### src/rtl/bus_arbiter_2m_if.sv
// Requester-side bus link between one master and the arbiter.
// The master modport drives requests; the slave modport is the arbiter's view.
interface bus_arbiter_2m_if;
  logic        breq;
  logic        bgnt;
  logic        bstart;
  logic [31:0] addr;
  logic [31:0] wdata;
  logic [1:0]  tsize;
  logic [31:0] rdata;
  logic        bdone;
  logic        berror;

  modport master (
    output breq,
    output bstart,
    output addr,
    output wdata,
    output tsize,
    input  bgnt,
    input  rdata,
    input  bdone,
    input  berror
  );

  modport slave (
    input  breq,
    input  bstart,
    input  addr,
    input  wdata,
    input  tsize,
    output bgnt,
    output rdata,
    output bdone,
    output berror
  );
endinterface

### src/rtl/bus_arbiter_2m.sv
// Two-master round-robin arbiter in front of a single-ported slave, with region decode.
// Define BUS_ARB_TIMEOUT_EN to add a watchdog that force-completes a stalled slave access.
module bus_arbiter_2m #(
  parameter logic [3:0] SLAVE_REGION = 4'hF
`ifdef BUS_ARB_TIMEOUT_EN
  ,
  parameter int unsigned TIMEOUT = 64
`endif
) (
  input  logic            clk,
  input  logic            rst_n,
  bus_arbiter_2m_if.slave m0,
  bus_arbiter_2m_if.slave m1,
  output logic [31:0]     s_addr,
  output logic [31:0]     s_wdata,
  output logic [1:0]      s_tsize,
  output logic            s_bstart,
  output logic            s_ss,
  input  logic [31:0]     s_rdata,
  input  logic            s_bdone,
  input  logic            s_berror
);

  typedef enum logic [1:0] {
    ST_IDLE = 2'd0,
    ST_OWN  = 2'd1,
    ST_BUSY = 2'd2,
    ST_DERR = 2'd3
  } state_t;

  state_t state;
  logic   owner;
  logic   last;
  logic   gnt0;
  logic   gnt1;

  logic        has_owner;
  logic        own_breq;
  logic        oth_breq;
  logic        own_bstart;
  logic [31:0] own_addr;
  logic [31:0] own_wdata;
  logic [1:0]  own_tsize;
  logic        in_region;
  logic        timeout;
  logic        done;
  logic        err;
  logic [31:0] rsp_rdata;
  logic        arb_go;
  logic        arb_pick;
  logic        release_gnt;

  // Current owner's request signals
  assign has_owner  = (state != ST_IDLE);
  assign own_breq   = owner ? m1.breq   : m0.breq;
  assign oth_breq   = owner ? m0.breq   : m1.breq;
  assign own_bstart = owner ? m1.bstart : m0.bstart;
  assign own_addr   = owner ? m1.addr   : m0.addr;
  assign own_wdata  = owner ? m1.wdata  : m0.wdata;
  assign own_tsize  = owner ? m1.tsize  : m0.tsize;
  assign in_region  = (own_addr[31:28] == SLAVE_REGION);

`ifdef BUS_ARB_TIMEOUT_EN
  localparam int unsigned CNT_W = $clog2(TIMEOUT + 1);
  logic [CNT_W-1:0] cnt;

  // Count BUSY cycles; the cycle whose increment would reach TIMEOUT completes with error
  always_ff @(posedge clk) begin
    if (!rst_n) begin
      cnt <= '0;
    end else if (state != ST_BUSY) begin
      cnt <= '0;
    end else begin
      cnt <= cnt + CNT_W'(1);
    end
  end

  assign timeout = (state == ST_BUSY) && !s_bdone && (cnt == CNT_W'(TIMEOUT - 1));
`else
  assign timeout = 1'b0;
`endif

  // Completion: slave response, watchdog expiry, or decode error
  assign done      = ((state == ST_BUSY) && (s_bdone || timeout)) || (state == ST_DERR);
  assign err       = (state == ST_DERR) || ((state == ST_BUSY) && (s_bdone ? s_berror : timeout));
  assign rsp_rdata = ((state == ST_BUSY) && s_bdone) ? s_rdata : 32'd0;

  // Grant decision for IDLE and for the completion edge
  always_comb begin
    arb_go   = 1'b0;
    arb_pick = 1'b0;
    if (state == ST_IDLE) begin
      arb_go   = m0.breq | m1.breq;
      arb_pick = (m0.breq & m1.breq) ? ~last : m1.breq;
    end else if (done) begin
      arb_go   = oth_breq | own_breq;
      arb_pick = oth_breq ? ~owner : owner;
    end
  end

  assign release_gnt = ((state == ST_OWN) && !own_bstart && !own_breq) || (done && !arb_go);

  always_ff @(posedge clk) begin
    if (!rst_n) begin
      state <= ST_IDLE;
      owner <= 1'b0;
      last  <= 1'b1;
      gnt0  <= 1'b0;
      gnt1  <= 1'b0;
    end else begin
      case (state)
        ST_IDLE: if (arb_go) state <= ST_OWN;
        ST_OWN: begin
          if (own_bstart) begin
            state <= in_region ? ST_BUSY : ST_DERR;
          end else if (!own_breq) begin
            state <= ST_IDLE;
          end
        end
        ST_BUSY, ST_DERR: if (done) state <= arb_go ? ST_OWN : ST_IDLE;
        default: state <= ST_IDLE;
      endcase

      if (arb_go) begin
        owner <= arb_pick;
        last  <= arb_pick;
        gnt0  <= ~arb_pick;
        gnt1  <= arb_pick;
      end else if (release_gnt) begin
        gnt0 <= 1'b0;
        gnt1 <= 1'b0;
      end
    end
  end

  // Slave side follows the owner; quiet when nobody owns the bus
  assign s_addr   = has_owner ? own_addr  : 32'd0;
  assign s_wdata  = has_owner ? own_wdata : 32'd0;
  assign s_tsize  = has_owner ? own_tsize : 2'd0;
  assign s_bstart = (state == ST_OWN) && own_bstart && in_region;
  assign s_ss     = ((state == ST_OWN) || ((state == ST_BUSY) && !timeout)) && in_region;

  // Responses reach only the owner
  assign m0.bgnt   = gnt0;
  assign m1.bgnt   = gnt1;
  assign m0.bdone  = done && !owner;
  assign m1.bdone  = done && owner;
  assign m0.berror = err && !owner;
  assign m1.berror = err && owner;
  assign m0.rdata  = owner ? 32'd0 : rsp_rdata;
  assign m1.rdata  = owner ? rsp_rdata : 32'd0;

endmodule

### src/flat_wrapper.sv
// flat-port wrapper written by rule: the top's interface ports become plain ports
module bus_arbiter_2m_flat 
#(
  parameter logic [3:0] SLAVE_REGION = 4'hF

)
  (clk, rst_n, s_addr, s_wdata, s_tsize, s_bstart, s_ss, s_rdata, s_bdone, s_berror, m0_breq, m0_bstart, m0_addr, m0_wdata, m0_tsize, m0_bgnt, m0_rdata, m0_bdone, m0_berror, m1_breq, m1_bstart, m1_addr, m1_wdata, m1_tsize, m1_bgnt, m1_rdata, m1_bdone, m1_berror);
  bus_arbiter_2m_if m0_i ();
  bus_arbiter_2m_if m1_i ();
  input  logic clk;
  input  logic rst_n;
  output logic [31:0] s_addr;
  output logic [31:0] s_wdata;
  output logic [1:0] s_tsize;
  output logic s_bstart;
  output logic s_ss;
  input  logic [31:0] s_rdata;
  input  logic s_bdone;
  input  logic s_berror;
  input wire logic [$bits(m0_i.breq)-1:0] m0_breq;
  input wire logic [$bits(m0_i.bstart)-1:0] m0_bstart;
  input wire logic [$bits(m0_i.addr)-1:0] m0_addr;
  input wire logic [$bits(m0_i.wdata)-1:0] m0_wdata;
  input wire logic [$bits(m0_i.tsize)-1:0] m0_tsize;
  output wire logic [$bits(m0_i.bgnt)-1:0] m0_bgnt;
  output wire logic [$bits(m0_i.rdata)-1:0] m0_rdata;
  output wire logic [$bits(m0_i.bdone)-1:0] m0_bdone;
  output wire logic [$bits(m0_i.berror)-1:0] m0_berror;
  input wire logic [$bits(m1_i.breq)-1:0] m1_breq;
  input wire logic [$bits(m1_i.bstart)-1:0] m1_bstart;
  input wire logic [$bits(m1_i.addr)-1:0] m1_addr;
  input wire logic [$bits(m1_i.wdata)-1:0] m1_wdata;
  input wire logic [$bits(m1_i.tsize)-1:0] m1_tsize;
  output wire logic [$bits(m1_i.bgnt)-1:0] m1_bgnt;
  output wire logic [$bits(m1_i.rdata)-1:0] m1_rdata;
  output wire logic [$bits(m1_i.bdone)-1:0] m1_bdone;
  output wire logic [$bits(m1_i.berror)-1:0] m1_berror;
  assign m0_i.breq = m0_breq;
  assign m0_i.bstart = m0_bstart;
  assign m0_i.addr = m0_addr;
  assign m0_i.wdata = m0_wdata;
  assign m0_i.tsize = m0_tsize;
  assign m0_bgnt = m0_i.bgnt;
  assign m0_rdata = m0_i.rdata;
  assign m0_bdone = m0_i.bdone;
  assign m0_berror = m0_i.berror;
  assign m1_i.breq = m1_breq;
  assign m1_i.bstart = m1_bstart;
  assign m1_i.addr = m1_addr;
  assign m1_i.wdata = m1_wdata;
  assign m1_i.tsize = m1_tsize;
  assign m1_bgnt = m1_i.bgnt;
  assign m1_rdata = m1_i.rdata;
  assign m1_bdone = m1_i.bdone;
  assign m1_berror = m1_i.berror;
  bus_arbiter_2m #(.SLAVE_REGION(SLAVE_REGION)) u_core (.clk(clk), .rst_n(rst_n), .m0(m0_i), .m1(m1_i), .s_addr(s_addr), .s_wdata(s_wdata), .s_tsize(s_tsize), .s_bstart(s_bstart), .s_ss(s_ss), .s_rdata(s_rdata), .s_bdone(s_bdone), .s_berror(s_berror));
endmodule
### config.mk
export PLATFORM = sky130hd
export DESIGN_NAME = bus_arbiter_2m_flat
export DESIGN_NICKNAME = d
export VERILOG_FILES = /design/src/rtl/bus_arbiter_2m_if.sv /design/src/rtl/bus_arbiter_2m.sv /design/src/flat_wrapper.sv
export SDC_FILE = /design/constraint.sdc
export NUM_CORES = 1
export LEC_CHECK = 0
export CAP_MARGIN = 20
export CORE_AREA = 3 3 120 122
export DETAILED_ROUTE_END_ITERATION = 8
export DIE_AREA = 0 0 123 125
export PLACE_DENSITY = 0.65
export SLEW_MARGIN = 20
export SYNTH_ARGS = -nofsm -noshare
export SYNTH_HDL_FRONTEND = slang
export SYNTH_SLANG_ARGS = --single-unit
### constraint.sdc
create_clock -name clk -period 4.55 [get_ports clk]
set_input_delay 1.1375 -clock clk [delete_from_list [all_inputs] [get_ports clk]]
set_output_delay 1.1375 -clock clk [all_outputs]
set_load 0.01 [all_outputs]
* Word level (Yosys, flattened, before mapping)
Cells that the tools add are included.
Storage, ports and cells: register bits after elaboration 6, input bits 172
Cells by class: multiplexer cells 29, bitwise gates (word level) 6, reduce and logical (&&, ||, !) cells 25, eq/ne operators 7
Operators by type and width (count):
- two-way mux 32 bit | 7
- two-way mux 1 bit | 15
- logical AND 1 bit | 12
- two-way mux 2 bit | 6
- case mux 2 bit (3 select lines) | 1
- == test 2 bit (second input constant) | 2
- == test 4 bit (second input constant) | 1
- zero test 1 bit | 4
- logical OR 1 bit | 4
- inequality test 2 x 1 -> 1 bit (second input constant) | 2
- nonzero test 2 bit | 2
- inequality test 3 bit (second input constant) | 1
- NOT 1 bit | 3
- AND reduction 3 bit | 1
- == test 2 x 1 -> 1 bit (second input constant) | 1
- zero test 2 bit | 1
- bitwise OR 1 bit | 2
- OR reduction 2 bit | 1
- AND 1 bit | 1

* Logic depth before layout (Yosys ltp)
Gate-level depths: netlist of run 1.
depth in word-level cells 10, gate-level depth with buffers 7

* Worst setup path after synthesis of run 1
No wires, ideal clock.
path type input to output, start point input port s_bdone, end point output port m0_rdata[10], data required time 3.413 ns, cell stages on the path 4, data arrival time 1.707 ns, path buffers 1, setup slack 1.706 ns, cell sequence nand2_1 > nor2_2 > clkbuf_1 > and2_1
Between the ends: cells in the longest elaborated chain, start to end 3
Ends and longest elaborated chain:
- from (decl) | line flat_wrapper.sv:18 | input logic s_bdone;
- logical AND 1 bit | line bus_arbiter_2m.sv:86 | assign rsp_rdata = ((state == ST_BUSY) && s_bdone) ? s_rdata : 32'd0;
- two-way mux 32 bit | line bus_arbiter_2m.sv:86
- two-way mux 32 bit | line bus_arbiter_2m.sv:150 | assign m0.rdata = owner ? 32'd0 : rsp_rdata;
- to (decl) | line flat_wrapper.sv:26 | output wire logic [$bits(m0_i.rdata)-1:0] m0_rdata;
No other way between the ends.

* Worst setup path after layout of run 1
start point input port s_bdone, end point output port m0_rdata[26]
The elaborated chain is that of the path after synthesis.

==> reports/qor.yml, run 1 <==
syn_area_um2: 1960
dp_hpwl_um: 10900
hp-start: "u_core.m0.bgnt"
min_to: "u_core.m0.bgnt"
finalMaxSlewViolations: 0
final_common_cell: "clkdlybuf4s50_1"
r2r_slack_ns: 2.28
yosysWarnings: 0
pin_count: 310
cts_buffer_depth: 2
track_usage_pct: 14.7
post_drt_wl_per_cell_um: 16.4
rr_startpoint: "u_core.state[0]"
cp_data_arrival_time_ns: 2.91
worst-setup-path-type: "input pin to output pin"
grt.overflow.total: 0
slew_headroom_pct: 49.4
critPathMaxFanout: 32
cts-resized-gates: 0
routed_via_density: 4.11
cts_tree: "done"
drt-initial-drc-count: 47
drt-total-wl_um: 12400
rows: 42
finClkSkew_ns: 0.00278
hp-class: "register to register"
synthTopCellsByArea: "mux2i_1, and2_1, nor2_1, dfxtp_1, ha_1"
num-nets-final: 753
power_density_nw_per_um2: 181
chipWidth_um: 123
core_um2: 13300
yosysSeqAreaShare_pct: 6.12
synth_nets: 458
hold_viol: 0
yosysTopAreaCellShare_pct: 33.2
vias: 3091
max_cap_viol_count: 0
grt_pass1_vias: 3200
p_leak_nw: 1.97
num_antenna_cells: 0
cpPeakStageDelay_ns: 0.58
end_kind: "output pin"
numCtsBuffers: 3
area_delta_synth_final_pct: 169
cp-startpoint: "s_bdone"
clock_sinks: 6
yosysTopAreaCell: "mux2i_1"
max_freq_ghz: 0.247
rsz0062_at_grt: "false"
synth-seq-cells: 6
final_cell_mix: "clkdlybuf4s50_1, nor2_1, mux2i_1, and2_1"
synth_area_per_cell_um2: 6.96
ant_nets: 0
drc: 0
min_period_over_period_pct: 88.9
r2r_cells: 7
tightest_slew_ns: 0.758
io_buffers: 309
cts_setup_buffers: 0
rr_endpoint: "u_core.m0.bgnt"
slowest_stage: "clkdlybuf4s50_1"
outcome: "finished, final reports clean"
path_delay_family: "buffers and inverters"
worst_path_most_repeated_cell: "clkdlybuf4s50_1"
period_needed_ns: 4.04
critPathLaunchType: "input pin"
clock-root-buffer: "clkbuf_16"
synth_cell_type_count: 35
setup-tns-final_ns: 0
h-tree-depth: 1
die_h_um: 125
setup_violations: 0
nFillCells: 1318
grt_max_degree: 49
layout-drive-gt1-share_pct: 2.60
crit_required_ns: 3.41
grt_pass1_wl_um: 17600
clk_latency_ns: 0.23
whs_path_depth: 1
ir_drop_v: 0.000103
crit_chain: "clkdlybuf4s50_1, nand2_1, nor2_2, buf_4, and2_1, clkdlybuf4s50_1"
power.total_mw: 0.956
syn-instance-count: 282
holdBufCountCts: 0
start_util_pct: 14.8
place.gp.congestion: 0.837
path_buf_inv: 3
dr.pass1.iters: 4
clk_pin_slew_worst_paths_ns: 0.04
antenna_found_initial: 0
die_area_um2: 15400
==> where the power goes <==
| part | switching (mW) | internal (mW) |
|---|---|---|
| sequential | 0.0271 | 0.0621 |
| clock | 0.0286 | 0.116 |
| combinational | 0.292 | 0.430 |
| total | 0.348 | 0.608 |
==> kinds of logic (layout without fill, tap and decap cells) <==
group / Yosys count / count (layout) / synth area share (%)
muxes: 67 / 67 / 34.7
DFF: 6 / 6 / 6.12
AOI/OAI and AO/OA: 20 / 20 / 7.91
and+or+nand+nor: 159 / 159 / 40.9
buffers and inverters: 26 / 320 / 7.78
adders and majority gates: 4 / 4 / 2.55
==> worst max path at each step <==
stage          cells past startpoint      endpoint
2_1_floorplan                      4  m0_rdata[10]
3_3_place_gp                       6      s_bstart
3_5_place_dp                       6  m0_rdata[26]
4_1_cts                            6  m0_rdata[26]
5_1_grt                            6  m0_rdata[26]
6_report                           6  m0_rdata[26]
==> cells in the mapped netlist, drive strengths merged <==
library cell   n
and3           1
o21ai          6
buf           16
a22o           3
inv            3
or2            1
o21a           1
nor3b          1
mux2           2
mux2i         65
clkbuf         7
and2          64
a211o          1
a21oi          3
nor3           1
a211oi         2
o32ai          2
nand4b         1
a21boi         1
nand2          4
ha             4
nand3          4
o311a          1
nand3b         1
nor2          75
nand2b         2
dfxtp          6
nand4bb        1
nor2b          3
==> routing by layer <==
layer | part of all wire [%] | track usage, % | wire [um]
met1 | 34 | 14.6 | 4180
met5 | 0 | 0 | 0
met3 | 11 | 3.88 | 1380
met4 | 1.5 | 2.74 | 182
met2 | 54 | 29.8 | 6630
==> area by class of cell <==
| class | count | area [um2] | share of cell area [%] |
|---|---|---|---|
| Tap cell | 176 | 220 | 4.18 |
| Clock buffer | 4 | 78.8 | 1.49 |
| Timing Repair Buffer | 313 | 3150 | 59.7 |
| Sequential cell | 6 | 124 | 2.35 |
| Inverter | 3 | 11.3 | 0.214 |
| Multi-Input combinational cell | 250 | 1690 | 32.1 |
==> state kept, by name, summed over array words and instances (netlist names) <==
name            cells
u_core.m1.bgnt      1
u_core.state        2
u_core.owner        1
u_core.m0.bgnt      1
u_core.last         1
==> through the flow <==
stage	area [um2]	std cells	util [%]	setup slack, ns	hold WS [ns]
global placement	5190	748	39.1	0.502	0.466
global route	5270	752	39.7	0.377	0.509
finish	5270	752	39.7	0.506	0.491
detailed placement	5190	748	39.1	0.488	0.482
floorplan	1960	282	-	1.71	0.463
CTS	5270	752	39.7	0.484	0.495
Note: power is estimated with default switching activity, not from simulation.
==> inputs of run 2 (changes only) <==
--- a/config.mk
+++ b/config.mk
@@ -6,10 +6,10 @@
 export NUM_CORES = 1
 export LEC_CHECK = 0
 export CAP_MARGIN = 20
-export CORE_AREA = 3 3 120 122
+export CORE_AREA = 3 3 118 120
 export DETAILED_ROUTE_END_ITERATION = 8
-export DIE_AREA = 0 0 123 125
-export PLACE_DENSITY = 0.65
+export DIE_AREA = 0 0 121 123
+export PLACE_DENSITY = 0.67
 export SLEW_MARGIN = 20
 export SYNTH_ARGS = -nofsm -noshare
 export SYNTH_HDL_FRONTEND = slang
==> constraint.sdc (replaced) <==
create_clock -name clk -period 4.6 [get_ports clk]
set_input_delay 1.15 -clock clk [delete_from_list [all_inputs] [get_ports clk]]
set_output_delay 1.15 -clock clk [all_outputs]
set_load 0.01 [all_outputs]
==> run 2 against run 1 <==
Net effect:
- critical endpoint is now m1_berror
- cell count up 0.27%
- first-iteration DRC count is 87% higher
- largest cell class unchanged
- critical path type unchanged
- total power down 2.0%
- flip-flop and latch count unchanged
- routed wire length fell by 6.5%
- global-route usage shrank 0.96 points
- largest power group unchanged
- critical path depth down 1
- register-to-register slack got worse by 0.11 ns
==> reports/qor.yml, run 2 (same netlist as run 1, synthesis figures left out) <==
outcome: "finished, final reports clean"
worst-setup-path-type: "input pin to output pin"
pin_count: 310
holdBufCountCts: 0
crit_required_ns: 3.45
grt_pass1_vias: 3199
hold_viol: 0
cpPeakStageDelay_ns: 0.51
drc: 0
finClkSkew_ns: 0.00329
p_leak_nw: 1.97
cts_buffer_depth: 2
min_period_over_period_pct: 88.0
clk_latency_ns: 0.23
vias: 3141
h-tree-depth: 1
r2r_slack_ns: 2.17
dp_hpwl_um: 10200
power_density_nw_per_um2: 178
core_um2: 13100
cts_setup_buffers: 0
start_util_pct: 15.0
cts_tree: "done"
finalInstanceArea_um2: 5260
setup_slack_ns: 0.551
final_common_cell: "clkdlybuf4s50_1"
path_delay_family: "buffers and inverters"
power.total_mw: 0.937
largest_register_ffs: 2
antenna_found_initial: 1
max_freq_ghz: 0.247
clock_sinks: 6
clock-root-buffer: "clkbuf_16"
placed_area_um2: 5180
layout-drive-gt1-share_pct: 2.94
track_usage_pct: 13.7
num-nets-final: 755
crit_chain: "clkdlybuf4s50_1, a21oi_1, nor2b_1, nor2b_1, clkdlybuf4s50_1"
chipWidth_um: 121
dr.pass1.iters: 4
rsz0062_at_grt: "false"
drt-initial-drc-count: 88
place.gp.congestion: 0.825
tightest_slew_ns: 0.648
slowest_stage: "clkdlybuf4s50_1"
path_buf_inv: 2
hp-class: "register to register"
slew_headroom_pct: 56.8
critPathLaunchType: "input pin"
num_antenna_cells: 0
setup_violations: 0
grt.overflow.total: 0
grt_max_degree: 49
cp_data_arrival_time_ns: 2.90
cts-resized-gates: 0
largest_register: "u_core.state"
finalMaxSlewViolations: 0
setup-tns-final_ns: 0
critPathMaxFanout: 5
post_drt_wl_per_cell_um: 15.3
die_h_um: 123
rows: 42
ir_drop_v: 0.000143
grt_pass1_wl_um: 16300
routed_via_density: 4.17
drt-total-wl_um: 11600
io_buffers: 309
layoutNonFillerInstCount: 754
max_cap_viol_count: 0
die_area_um2: 14900
ant_nets: 0
place_ws_ns: 0.535
clk_pin_slew_worst_paths_ns: 0.03
numCtsBuffers: 3
dpl.cell_count: 750
end_kind: "output pin"
final_cell_mix: "clkdlybuf4s50_1, nor2_1, mux2i_1, and2_1, buf_4"
period_needed_ns: 4.05
area_delta_synth_final_pct: 168
-- run 2: path summary, 6_finish.rpt --
kind	start	end	cells past startpoint
worst max register to register	u_core.state[0]	u_core.m0.bgnt	7
worst max-delay path	s_bdone	m1_berror	5
worst min register to register	u_core.m1.bgnt	u_core.m1.bgnt	1
worst min-delay path	u_core.m1.bgnt	u_core.m1.bgnt	1
-- run 2: layout make-up --
type	instances	area [um2]
inverter	3	11.3
clock buffer	4	78.8
sequential	6	124
fill	1285	7820
multi-input combinational	250	1690
tap	176	220
timing repair buffer	315	3140
-- run 2: metal layers --
layer / track usage (%) / up-vias / wire (um)
li1: - / 1533 / -
met1: 13.8 / 1410 / 3960
met2: 28.3 / 192 / 6230
met3: 4.53 / 4 / 1320
met4: 0.850 / 2 / 32
met5: 0 / - / 17
-- run 2: stage by stage --
step           hold slack, ns  utilization (%)
2_1_floorplan           0.463                -
6_report                0.465             40.2
4_1_cts                 0.471             40.2
3_3_place_gp            0.462             39.6
3_5_place_dp            0.462             39.6
5_1_grt                 0.510             40.2
-- run 2: report_power, final --
part	switching, mW	internal (mW)
logic	0.282	0.419
registers	0.0313	0.0615
clock network	0.0276	0.115
==> inputs of run 3 (changes only) <==
--- a/config.mk
+++ b/config.mk
@@ -5,11 +5,14 @@
 export SDC_FILE = /design/constraint.sdc
 export NUM_CORES = 1
 export LEC_CHECK = 0
+export ABC_AREA = 1
 export CAP_MARGIN = 20
 export CORE_AREA = 3 3 118 120
+export CTS_BUF_LIST = sky130_fd_sc_hd__clkbuf_8
 export DETAILED_ROUTE_END_ITERATION = 8
 export DIE_AREA = 0 0 121 123
-export PLACE_DENSITY = 0.67
+export PLACE_DENSITY = 0.68
+export REMOVE_ABC_BUFFERS = 1
 export SLEW_MARGIN = 20
 export SYNTH_ARGS = -nofsm -noshare
 export SYNTH_HDL_FRONTEND = slang
==> run 3 against run 2 <==
Net effect:
- utilization increased by 0.82 points
- register-to-register slack improved by 0.48 ns
- largest power group unchanged
- cell count increased by 17%
- critical path type unchanged
- critical endpoint is now m0_berror
==> reports/qor.yml, run 3 <==
cp_data_arrival_time_ns: 2.89
io_buffers: 309
grt_max_degree: 72
finClkSkew_ns: 0.00833
yosysWarnings: 0
critPathLaunchType: "input pin"
post_drt_wl_per_cell_um: 13.9
layout-drive-gt1-share_pct: 6.37
crit_required_ns: 3.45
numCtsBuffers: 3
h-tree-depth: 1
die_area_um2: 14900
place_ws_ns: 0.551
synth_fa_ha_area_share_pct: 2.35
path_delay_family: "buffers and inverters"
antenna_found_initial: 0
setup_slack_ns: 0.563
ant_nets: 0
chipWidth_um: 121
cts-resized-gates: 0
multiInputGateArea_um2: 1610
period_needed_ns: 4.04
clk_pin_slew_worst_paths_ns: 0.03
cts_tree: "done"
netlist_top_cells_count: "nor2_1, o21ai_0, inv_1, nand2_1, nor3_1"
cts_buffer_depth: 2
synthMuxAreaShare_pct: 0
area_delta_synth_final_pct: 152
start_util_pct: 16.3
grt.overflow.total: 0
track_usage_pct: 14.7
rsz0062_at_grt: "false"
drt-initial-drc-count: 213
slowest_stage: "clkdlybuf4s50_1"
nFillCells: 1374
final_common_cell: "clkdlybuf4s50_1"
synth-seq-cells: 6
dpl.cell_count: 878
synth_area_per_cell_um2: 5.04
final_cell_mix: "clkdlybuf4s50_1, nor2_1, o21ai_0, inv_1"
cts_setup_buffers: 0
drc: 0
path_buf_inv: 3
min_period_over_period_pct: 87.8
clock_sinks: 6
num-nets-final: 883
yosysTopAreaCellShare_pct: 24.1
synthXorXnorAreaFrac_pct: 0
outcome: "finished, final reports clean"
drt-total-wl_um: 12200
synth_cell_type_count: 19
holdBufCountCts: 0
max_freq_ghz: 0.248
pin_count: 310
final_util_pct: 41.0
power_density_nw_per_um2: 184
grt_pass1_vias: 3335
synthTopCellsByArea: "nor2_1, o21ai_0, nor3_2, inv_1, nor3_1"
crit_chain: "clkdlybuf4s50_1, nand2_2, nand2_1, inv_1, nor2_1, o21a_1, clkdlybuf4s50_1"
finalMaxSlewViolations: 0
yosysSeqAreaShare_pct: 5.64
grt_pass1_wl_um: 17900
largest_register_ffs: 2
yosysMostFrequentCell: "nor2_1"
vias: 3632
hold_viol: 0
worst-setup-path-type: "input pin to output pin"
ir_drop_v: 0.000152
synth_top_family_by_area: "simple AND/OR/NAND/NOR gates"
cpPeakStageDelay_ns: 0.53
syn-instance-count: 423
layoutNonFillerInstCount: 882
num_antenna_cells: 0
end_kind: "output pin"
worst_path_most_repeated_cell: "clkdlybuf4s50_1"
slew_headroom_pct: 48.3
yosysTopAreaCell: "nor2_1"
rows: 42
p_leak_nw: 2.18
max_cap_viol_count: 0
dr.pass1.iters: 4
hp-class: "register to register"
seqCellArea_um2: 124
place.gp.congestion: 0.887
synth_compound_area_share_pct: 17.1
clk_latency_ns: 0.23
clock-root-buffer: "clkbuf_8"
async_reset_ff_share_pct: 0
tightest_slew_ns: 0.775
largest_register: "u_core.state"
synth-edff-count: 0
core_um2: 13100
critPathMaxFanout: 12
syn_area_um2: 2130
dp_hpwl_um: 9750
die_h_um: 123
yosys.area_share.simple_pct: 55.8
synth_flop_cell: "dfxtp_1"
setup_violations: 0
routed_via_density: 4.12
[run 3: cell count changes after synthesis, sizes merged, moves of 4 or more]
cell / previous run / this run
mux2i: 65 / 0
and2: 64 / 0
nor3: 1 / 64
nor2: 75 / 137
o21ai: 6 / 64
inv: 3 / 55
nand2: 4 / 38
clkbuf: 7 / 17
nand3: 4 / 8
[run 3: kinds of logic after synthesis]
family | after synthesis
flops | 6
compound gates | 72
simple gates | 249
buf+inv | 92
fa+ha+maj | 4
[run 3: metal layers]
layer  wire length [um]  part of all wire (%)  vias up  GRT usage [%]
met1               4900                    40     1550           18.1
li1                   -                     -     1899              -
met2               6060                    50      172           26.4
met5                  0                     0        -              0
met4                116                  0.95        0           1.98
met3               1150                   9.4       11           3.89
[run 3: worst paths after layout]
check	from	to	slack, ns	cells after the start
worst min-delay path	u_core.m0.bgnt	u_core.m0.bgnt	0.48	2
worst max-delay path	s_bdone	m0_berror	0.56	7
worst max register to register	u_core.state[0]	u_core.state[0]	2.65	10
worst min register to register	u_core.m0.bgnt	u_core.m0.bgnt	0.48	2
[run 3: tightest hold or removal path, cell delays in order (launching register included)]
cell     delay [ns]
dfxtp_1        0.30
nand3_1        0.07
a21oi_1        0.05
[run 3: layout make-up]
type / count / share of cell area, %
repair buffers: 315 / 58.9
inverters: 56 / 3.96
multi-input cells: 325 / 29.9
clock buffers: 3 / 0.769
well taps: 176 / 4.10
flip-flops and latches: 6 / 2.31
clock inverters: 1 / 0.0699
[run 3: through the flow]
step	total power, mW	hold WS, ns	TNS (ns)	cell area (um2)
4_1_cts	1.00	0.475	0	5370
3_5_place_dp	0.912	0.465	0	5330
5_1_grt	1.07	0.497	0	5370
6_report	0.989	0.478	0	5370
3_3_place_gp	0.913	0.450	0	5330
2_1_floorplan	0.410	0.433	-0.296	1930
[run 3: report_power, final]
group / internal [mW] / total (mW) / switching, mW
Combinational: 0.424 / 0.838 / 0.413
Sequential: 0.0617 / 0.0680 / 0.00630
Clock: 0.0576 / 0.0832 / 0.0257
